[src/rtl/sipo_deserializer.sv]
// Serial-in/parallel-out frame receiver: start bit, WIDTH data bits LSB first,
// even parity. Completed words are offered on a valid/ready output register.
module sipo_deserializer #(
    parameter int WIDTH = 4
) (
    input  logic             clk,
    input  logic             rst,
    input  logic             din,
    output logic [WIDTH-1:0] dout,
    output logic             dout_valid,
    input  logic             dout_ready,
    output logic             perr,
    output logic             overrun,
    input  logic             clr_ovr
);

    // state  | meaning
    // IDLE   | waiting for a start bit (din=1)
    // DATA   | sampling data bit cnt_q into the shift register
    // PARITY | sampling the parity bit; word completes at the end of this cycle
    typedef enum logic [1:0] {
        IDLE   = 2'd0,
        DATA   = 2'd1,
        PARITY = 2'd2
    } state_t;

    localparam int CW = (WIDTH > 1) ? $clog2(WIDTH) : 1;

    state_t           state_q, state_d;
    logic [CW-1:0]    cnt_q, cnt_d;
    logic [WIDTH-1:0] shift_q, shift_d;
    logic [WIDTH-1:0] dout_q, dout_d;
    logic             valid_q, valid_d;
    logic             perr_q, perr_d;
    logic             ovr_q, ovr_d;
    logic             complete;
    logic             perr_new;

    always_ff @(posedge clk or negedge rst) begin
        if (!rst) begin
            state_q <= IDLE;
            cnt_q   <= '0;
            shift_q <= '0;
            dout_q  <= '0;
            valid_q <= 1'b0;
            perr_q  <= 1'b0;
            ovr_q   <= 1'b0;
        end else begin
            state_q <= state_d;
            cnt_q   <= cnt_d;
            shift_q <= shift_d;
            dout_q  <= dout_d;
            valid_q <= valid_d;
            perr_q  <= perr_d;
            ovr_q   <= ovr_d;
        end
    end

    always_comb begin
        state_d  = state_q;
        cnt_d    = cnt_q;
        shift_d  = shift_q;
        dout_d   = dout_q;
        valid_d  = valid_q;
        perr_d   = perr_q;
        ovr_d    = ovr_q;
        complete = 1'b0;
        perr_new = 1'b0;

        case (state_q)
            IDLE: begin
                if (din) begin
                    state_d = DATA;
                    cnt_d   = '0;
                end
            end
            DATA: begin
                shift_d[cnt_q] = din;
                if (cnt_q == CW'(WIDTH - 1)) begin
                    state_d = PARITY;
                    cnt_d   = '0;
                end else begin
                    cnt_d = cnt_q + CW'(1);
                end
            end
            PARITY: begin
                complete = 1'b1;
                perr_new = (^shift_q) ^ din;
                state_d  = IDLE;
            end
            default: begin
                state_d = IDLE;
                cnt_d   = '0;
            end
        endcase

        if (clr_ovr) begin
            ovr_d = 1'b0;
        end

        // A completing frame either replaces the held word (free or being
        // consumed this cycle) or is dropped; a drop beats a same-cycle clear.
        if (complete) begin
            if (!valid_q || dout_ready) begin
                dout_d  = shift_q;
                perr_d  = perr_new;
                valid_d = 1'b1;
            end else begin
                ovr_d = 1'b1;
            end
        end else if (valid_q && dout_ready) begin
            valid_d = 1'b0;
        end
    end

    assign dout       = dout_q;
    assign dout_valid = valid_q;
    assign perr       = perr_q;
    assign overrun    = ovr_q;

endmodule

[config.mk]
export PLATFORM = sky130hd
export DESIGN_NAME = sipo_deserializer
export DESIGN_NICKNAME = d
export VERILOG_FILES = /design/src/rtl/sipo_deserializer.sv
export SDC_FILE = /design/constraint.sdc
export NUM_CORES = 1
export LEC_CHECK = 0
export BUFFER_PORTS_ARGS = -buffer_cell sky130_fd_sc_hd__clkbuf_2
export CORE_MARGIN = 2
export CORE_UTILIZATION = 46
export CTS_BUF_LIST = sky130_fd_sc_hd__clkbuf_16
export DETAILED_ROUTE_END_ITERATION = 16
export GPL_TIMING_DRIVEN = 0
export PLACE_DENSITY = 0.81
export SLEW_MARGIN = 20
export SYNTH_ARGS = -nofsm -noshare
export SYNTH_HDL_FRONTEND = slang
export SYNTH_SLANG_ARGS = --single-unit
[constraint.sdc]
create_clock -name clk -period 1.3 [get_ports clk]
set_input_delay 0.26 -clock clk [delete_from_list [all_inputs] [get_ports clk]]
set_output_delay 0.26 -clock clk [all_outputs]
set_load 0.02 [all_outputs]
==> flow_summary.json <==
{
  "drive_gt1_share_pct": 26.1,
  "n_antenna_cell": 0,
  "ff2ff_setup_slack_ps": 40,
  "max-cap-violations": 0,
  "worst_path_dominant_cell_family": "XOR/XNOR gates",
  "fin_nets": 79,
  "portBuffers": 11,
  "synth_top_area_share_pct": 55.1,
  "synth_area_per_cell_sq_um": 13.1,
  "synthTopCellsByCount": "dfrtp_1 (15), mux2_1 (8), inv_1 (5)",
  "antenna_found_initial": 0,
  "netlist_instances": 52,
  "finalCritPeriodShare_pct": 97.3,
  "crit_slowest_cell": "dfrtp_1",
  "seq_area_frac_synth_pct": 55.1,
  "io_pins": 12,
  "fp.dieH_microns": 42.5,
  "cp-end-kind": "flip-flop",
  "ys_seq_elements": 15,
  "die_x_microns": 42.5,
  "path_clk_slew_ps": 50,
  "synth_edf_count": 0,
  "async_reset_ff_share_pct": 100,
  "critPathArrivalTime_ps": 1390,
  "syn-num-nets": 61,
  "peakVddDrop_mv": 1.24,
  "viasPerCell": 4.98,
  "cts_buffers": 3,
  "h-tree-depth": 1,
  "grt_usage_pct": 15.9,
  "die_area_sq_mm": 0.00180,
  "drt_wl_total_microns": 1140,
  "detail-route-antenna-nets": 0,
  "switchingPower_mw": 0.721,
  "hp-start": "clr_ovr",
  "setup_violations": 0,
  "start_util_pct": 51.0,
  "wl_met1_microns": 490,
  "finalHoldViolCount": 0,
  "holdPathEnd": "overrun",
  "min_path_cells": 2,
  "critical_path_required_ps": 1420,
  "finalClockSkew_ps": 1.62,
  "start_kind": "flip-flop",
  "avgRoutedWirePerCell_microns": 13.6,
  "ys_types": 17,
  "cp-startpoint": "shift_q[1]",
  "cts_sinks": 15,
  "tightest_slew_ps": 377,
  "wl_met3_microns": 42,
  "rsz0062_at_grt": "yes",
  "reg2regPathDepth": 3,
  "area_growth_pct": 26.8,
  "status": "complete, no violations",
  "clkPwrFrac_pct": 25.9,
  "drtPass1Iterations": 4,
  "path_cells": "xnor3_1 -> xnor2_1 -> mux2_2",
  "syn_area_sq_um": 681,
  "synth_area_leaders": "dfrtp_1 (55%), mux2_1 (13%), ha_1 (7.4%)",
  "globalplace.congestion": 0.745,
  "drtIter0Drc": 8,
  "grt_max_degree": 16,
  "powerDensity_mw_per_mm2": 2570,
  "r2r-start": "shift_q[1]",
  "cpPeakStageDelay_ps": 400,
  "max_freq_ghz": 0.791,
  "path_class": "reg -> reg",
  "drc": 0,
  "grt_pass1_vias": 446,
  "synth_area_leader_cell": "dfrtp_1",
  "cts_tree": "built",
  "swShare_pct": 32.5,
  "power_frac_comb_pct": 36.6,
  "wl_met2_microns": 560,
  "vias": 418,
  "p_int_mw": 1.50,
  "rr_endpoint": "perr",
  "crit_path_max_fanout": 3,
  "slew_headroom_pct": 74.8,
  "dr.max_layer_used": "met4",
  "insertion_delay_ps": 240,
  "row_count": 13,
  "drv_slew": 0,
  "core_area_sq_mm": 0.00133,
  "p_total_mw": 2.22,
  "yosys.cell_count.top_type": "dfrtp_1",
  "cts_root_buf": "clkbuf_16",
  "overflow": 0,
  "grt_pass1_wl_microns": 2010,
  "setup_tns_ps": 0,
  "period_minus_slack_ps": 1260,
  "min_path_type": "in -> reg",
  "power.leakage_nw": 0.452,
  "clk_path_buf_depth": 2,
  "synthFlopType": "dfrtp_1",
  "critPathBufInv": 0,
  "seq_power_share_pct": 37.5,
  "synth_warnings": 0
}
timing repair:
item | CTS | global route
hold buffers | 1 | 0
gates resized for setup | 3 | 0
endpoints found under the hold margin | 15 | 0
setup buffers | 0 | 1
endpoints found under the setup margin | 6 | 2
worst max-delay path by stage:
stage	slack (ps)	cells past startpoint	to
after floorplan	90	3	dout[0]
after global placement	-40	4	perr
after detailed placement	-50	4	perr
after CTS	30	3	perr
after global routing	-10	3	perr
final	40	3	perr
cells by family after synthesis:
kind of cell / count (synthesis) / share of synthesized area, %
fa+ha+maj: 4 / 7.35
flops: 15 / 55.1
xor+xnor: 3 / 5.88
mux: 10 / 16.4
buf+inv: 5 / 2.76
compound gates: 4 / 4.23
simple gates: 11 / 8.27
metal layers:
layer / global-route usage [%] / vias to the layer above
met5: 0 / -
met4: 13.1 / 0
met3: 2.59 / 4
met2: 26.5 / 12
met1: 17.6 / 195
li1: - / 207
state kept, by name, summed over array words and instances (netlist names):
register,count
shift_q,4
state_q,2
perr,1
dout,4
overrun,1
cnt_q,2
dout_valid,1
per-stage QoR:
step | setup WS, ps | util (%) | instances | hold WS, ps | instance area, sq um
finish | 35.7 | 64.7 | 84 | 207 | 863
global placement | -39.5 | 56.6 | 78 | 191 | 754
global route | -14.2 | 64.7 | 84 | 222 | 863
floorplan | 88.2 | - | 52 | -35.6 | 681
CTS | 25.7 | 64.2 | 83 | 207 | 856
detailed placement | -47.0 | 56.6 | 78 | 193 | 754
cell usage in the layout (no fill, tap or decap), drive strengths merged:
| master | instances |
|---|---|
| dfrtp | 15 |
| buf | 1 |
| mux2i | 1 |
| o22ai | 1 |
| clkbuf | 14 |
| dlygate4sd3 | 1 |
| and2 | 1 |
| nor2 | 2 |
| nor2b | 1 |
| nand2 | 4 |
| nand2b | 3 |
| ha | 4 |
| inv | 6 |
| xnor2 | 1 |
| xor2 | 1 |
| xnor3 | 1 |
| a22o | 2 |
| a21oi | 1 |
| mux2 | 9 |
power by group through the flow:
stage | logic (mW) | clock network, mW | registers [mW]
2_1_floorplan | 0.481 | 0 | 0.903
3_3_place_gp | 0.733 | 0 | 0.819
3_5_place_dp | 0.762 | 0 | 0.836
4_1_cts | 0.797 | 0.587 | 0.835
5_1_grt | 0.900 | 0.615 | 0.866
6_report | 0.813 | 0.575 | 0.833
layout make-up:
class	count	area, sq um
repair buffers	13	72.6
flip-flops and latches	15	375
clock buffers	3	75.1
inverters	5	18.8
clock inverters	1	3.75
multi-input cells	32	299
well taps	15	18.8
fillers	106	470
No activity file was read; power rests on OpenSTA's default activity.
